==> config.mk <==
export PLATFORM = sky130hd
export DESIGN_NAME = glyph_row_serializer
export DESIGN_NICKNAME = d
export VERILOG_FILES = /design/src/rtl/glyph_pkg.sv /design/src/rtl/glyph_shift_reg.sv /design/src/rtl/glyph_row_serializer.sv
export SDC_FILE = /design/constraint.sdc
export NUM_CORES = 1
export LEC_CHECK = 0
export CORE_MARGIN = 2
export CORE_UTILIZATION = 51
export DETAILED_ROUTE_END_ITERATION = 8
export PLACE_DENSITY = 0.87
export SYNTH_ARGS = -nofsm -noshare
export SYNTH_HDL_FRONTEND = slang
export SYNTH_SLANG_ARGS = --single-unit
export TNS_END_PERCENT = 1
==> constraint.sdc <==
create_clock -name clk -period 2.1 [get_ports clk]
set_input_delay 0.21 -clock clk [delete_from_list [all_inputs] [get_ports clk]]
set_output_delay 0.21 -clock clk [all_outputs]
set_load 0.005 [all_outputs]
==> src/rtl/glyph_pkg.sv <==
// glyph_pkg: shared defaults and FSM state type for the glyph row serializer
package glyph_pkg;
  localparam int GLYPH_W_DEF = 5;
  localparam int ROW_W_DEF = 3;
  typedef enum logic [1:0] {IDLE, FETCH, SHIFT, GAP} state_t;
endpackage

==> src/rtl/glyph_shift_reg.sv <==
// glyph_shift_reg: parallel-load, shift-left-with-zero-fill register exposing its MSB
module glyph_shift_reg #(
  parameter int W = 5
) (
  input  logic         clk,
  input  logic         reset,
  input  logic         load,
  input  logic         shift_en,
  input  logic [W-1:0] d,
  output logic         msb
);
  logic [W-1:0] q;
  always_ff @(posedge clk or posedge reset)
    if (reset) q <= '0;
    else q <= load ? d : shift_en ? q << 1 : q;
  assign msb = q[W-1];
endmodule

==> src/rtl/glyph_row_serializer.sv <==
// glyph_row_serializer: renders one glyph ROM row as pixel ticks, MSB first.
// Define GLYPH_GAP_EN to append one blank column after each row.
module glyph_row_serializer
  import glyph_pkg::*;
#(
  parameter int GLYPH_W = GLYPH_W_DEF,
  parameter int ROW_W   = ROW_W_DEF
) (
  input  logic               clk,
  input  logic               reset,
  input  logic               pix_en,
  input  logic               start,
  input  logic [ROW_W-1:0]   row_sel,
  output logic [ROW_W-1:0]   rom_row,
  input  logic [GLYPH_W-1:0] rom_code,
  output logic               pixel_on,
  output logic               busy,
  output logic               done
);
  localparam int CW = $clog2(GLYPH_W + 1);
  state_t state;
  logic [CW-1:0] cnt;
  logic msb, last;
  assign last = cnt == CW'(GLYPH_W - 1);
  assign busy = state != IDLE;
  glyph_shift_reg #(.W(GLYPH_W)) u_shift (
    .clk      (clk),
    .reset    (reset),
    .load     (state == FETCH),
    .shift_en (state == SHIFT && pix_en),
    .d        (rom_code),
    .msb      (msb)
  );
  always_ff @(posedge clk or posedge reset)
    if (reset) begin
      state    <= IDLE;
      rom_row  <= '0;
      cnt      <= '0;
      pixel_on <= 1'b0;
      done     <= 1'b0;
    end else begin
      done <= 1'b0;
      case (state)
        IDLE:
          if (start) begin
            rom_row <= row_sel;
            state   <= FETCH;
          end
        FETCH: begin
          cnt   <= '0;
          state <= SHIFT;
        end
        SHIFT:
          if (pix_en) begin
            cnt <= cnt + CW'(1);
            if (last) begin
`ifdef GLYPH_GAP_EN
              state <= GAP;
`else
              state <= IDLE;
              done  <= 1'b1;
`endif
            end
          end
        GAP:
          if (pix_en) begin
            state <= IDLE;
            done  <= 1'b1;
          end
      endcase
      // Outside SHIFT every tick blanks the pixel, so no stale glyph bit leaks out
      if (pix_en) pixel_on <= state == SHIFT && msb;
    end
endmodule

==> results.tsv <==
stage	metric	value	unit
floorplanning	Die W	43.7	um
worst_setup_path	Arrival @ worst endpoint	1.71	ns
worst_setup_path	CP Class	reg -> out	
pwr	sequential cell fraction of total power	47.0	%
placement	Detail Placement HPWL	1010	um
clocking	clock buffer depth	2	
finish	fin area	975	um2
worst_setup_path	Worst R2R End	u_shift.q[1]$_DFFE_PP0P_	
finish	FILL cells	130	
grt	vias in the first global route	548	
worst_setup_path	R2R cell count	3	
sta	Worst-Margin Slew	0.739	ns
clocking	clk sinks	15	
placement	placed standard-cell area	948	um2
clocking	CTS Buf Count	3	
grt	first-pass GRT wire length	2340	um
synthesis	synthesis-stage register bit count	15	
route	number of DRC markers in iteration 0	2	
sta	Slew HR	50.8	%
synthesis	synthesized netlist cell count	73	
hold_path	Hold Crit Class	in -> async	
worst_setup_path	Worst Setup End Kind	output port	
finish	final core utilization	65.5	%
finish	Nets	104	
synthesis	syn nets	87	
synthesis	synth warn	0	
clocking	Clock Latency Late Sink	0.28	ns
pwr	PD cells	1320	mW/mm2
route	DRC Markers	0	
worst_setup_path	RR Startpoint	state[1]$_DFFE_PP0P_	
pwr	P_int	0.000825	W
worst_setup_path	WP data required	1.89	ns
sta	Hold Fails Final Rpt	0	
floorplanning	initial core utilization	54.0	%
sta	setup TNS	0	ns
placement	Port Buffers	17	
grt	GRT Util Overall	17.0	%
floorplanning	Die ar.	0.00191	mm2
sta	Fmax	520	MHz
pwr	clock power share	12.6	%
placement	Final GP Congestion	0.727	
pwr	Comb power frac	40.4	%
sta	Layout Skew	0.00118	ns
route	post-DR wirelength/cell	13.2	um
pwr	switching share of total power	36.0	%
pwr	NetSw	0.000464	W
route	drt total wl	1390	um
clocking	htree depth	1	
synthesis	post-synth cell types	26	
clocking	Post-CTS Resized	0	
clocking	postcts setup bufs	0	
finish	Antenna diodes	0	
synthesis	post-synthesis sequential area ratio	46.7	%
outcome	status	complete, no violations	
grt	initial antenna violation count	0	
synthesis	Mapped Area	805	um2
finish	area delta synth->final	21.2	%
pwr	leakage power	0.460	nW
route	via count	584	
worst_setup_path	flop2flop setup slack	0.53	ns
route	1st-pass router iterations	4	
worst_setup_path	maximum fanout along the worst path	20	
worst_setup_path	CP Launch Type	register	
clocking	Root Driver	clkbuf_4	
floorplanning	Chip Height	43.7	um
sta	setup ws final	0.177	ns
floorplanning	row count	14	
grt	gr ovfl total	0	
clocking	CTS tree	yes	
pwr	worst vdd ir	0.515	mV
floorplanning	core area	0.00149	mm2
placement	post-place setup slack	0.501	ns
sta	crit share post-route	91.6	%
run	max_cap viols	0	
sta	max-slew violations	0	
sta	Setup violations, final	0	
route	vias per cell	5.56	
finish	share of cells above drive strength 1	12.4	%
route	antenna-violating nets left	0	
grt	largest net degree at the start of global routing	21	
clocking	Hold Buf Count CTS	0	
sta	clock period minus worst slack	1.92	ns
synthesis	Avg Inst Size Synth	11.0	um2
floorplanning	I/O pin count	18	
clocking	Clk pin slew, worst setup/hold paths	0.08	ns
placement	dpl cells	101	
finish	Finished Layout Cells	105	
sta	RSZ-0062 raised after global routing	false	
-- cells in the final DEF, fill, tap and decap left out, types with 3 or more instances in the layout --
master,netlist,final
a21oi_1,5,5
clkbuf_4,0,3
clkdlybuf4s50_1,0,17
dfrtp_1,15,15
inv_1,6,6
mux2_4,3,3
mux2i_1,4,4
nand2_1,6,6
nor2_1,3,3
o21ai_0,6,6
-- metal layers --
layer  track usage (%)  vias to the layer above  part of all wire, %
met4              12.7                        0                  2.2
met5                 0                        -                    0
met1              21.7                      279                   44
li1                  -                      283                    -
met2              25.9                       18                   49
met3              2.50                        4                  5.0
-- power by group through the flow --
stage          registers, W  clock network, W  logic, W
6_report           0.000606          0.000162  0.000521
4_1_cts            0.000605          0.000171  0.000529
3_3_place_gp       0.000601                 0  0.000510
2_1_floorplan      0.000501                 0  0.000488
5_1_grt            0.000629          0.000181  0.000589
3_5_place_dp       0.000609                 0  0.000525
-- final cells by class --
cell class	instances	area (um2)	share of cell area, %
Clock buffer	4	26.3	2.70
Multi-Input combinational cell	47	360	37.0
Tap cell	16	20.0	2.05
Timing Repair Buffer	17	170	17.5
Sequential cell	15	375	38.5
Inverter	6	22.5	2.31
-- registers in the layout, indices dropped and copies added, names as in the netlist --
register   cells
pixel_on       1
state          2
rom_row        3
cnt            3
done           1
u_shift.q      5
-- worst max-delay path, cell delays in order (launching register included) --
cell,delay [ns]
dfrtp_1,0.79
nor2_8,0.08
inv_1,0.07
clkdlybuf4s50_1,0.49
-- per-stage QoR --
| stage | hold WS (ns) | total power, W |
|---|---|---|
| floorplan | 0.111 | 0.000988 |
| detailed placement | 0.502 | 0.00113 |
| global route | 0.327 | 0.00140 |
| finish | 0.273 | 0.00129 |
| CTS | 0.288 | 0.00130 |
| global placement | 0.491 | 0.00111 |
-- worst max path at each step --
stage                                    start                endpoint  slack (ns)  cells after the start
after floorplan           state[0]$_DFFE_PP0P_  rom_row[0]$_DFFE_PP0P_        1.00                      4
after global placement    state[0]$_DFFE_PP0P_                    busy        0.50                      3
after detailed placement  state[1]$_DFFE_PP0P_                    busy        0.50                      3
after CTS                 state[0]$_DFFE_PP0P_                    busy        0.17                      3
after global routing      state[0]$_DFFE_PP0P_                    busy        0.08                      3
final                     state[0]$_DFFE_PP0P_                    busy        0.18                      3
-- cells in the mapped netlist --
| master | count | share of area (%) |
|---|---|---|
| dfrtp_1 | 15 | 47 |
| inv_1 | 6 | 2.8 |
| nand2_1 | 6 | 2.8 |
| o21ai_0 | 6 | 3.7 |
| a21oi_1 | 5 | 3.1 |
| mux2i_1 | 4 | 5.0 |
| buf_6 | 3 | 4.2 |
| mux2_4 | 3 | 5.6 |
| nor2_1 | 3 | 1.4 |
| a211oi_1 | 2 | 1.9 |
| a22o_1 | 2 | 2.2 |
| and3_1 | 2 | 1.6 |
| ha_1 | 2 | 3.1 |
| mux2_2 | 2 | 2.8 |
| a221oi_1 | 1 | 1.1 |
| a32o_1 | 1 | 1.2 |
| a41o_1 | 1 | 1.2 |
| buf_2 | 1 | 0.62 |
| buf_4 | 1 | 0.93 |
| nand2_2 | 1 | 0.78 |
| nand2_4 | 1 | 1.4 |
| nand3_1 | 1 | 0.62 |
| nand3b_1 | 1 | 0.93 |
| nor2_8 | 1 | 2.5 |
| nor2b_1 | 1 | 0.78 |
| or3b_1 | 1 | 1.1 |
-- cells by family after synthesis --
logic type               count (synthesis)  share of synthesized area, %
buffers and inverters                   11                          8.55
flip-flops                              15                          46.7
multiplexers                             9                          13.4
AND/OR/NAND/NOR                         18                          13.8
adder cells (fa/ha/maj)                  2                          3.11
AO/OA/AOI/OAI                           18                          14.5
No activity file was read; power rests on OpenSTA's default activity.
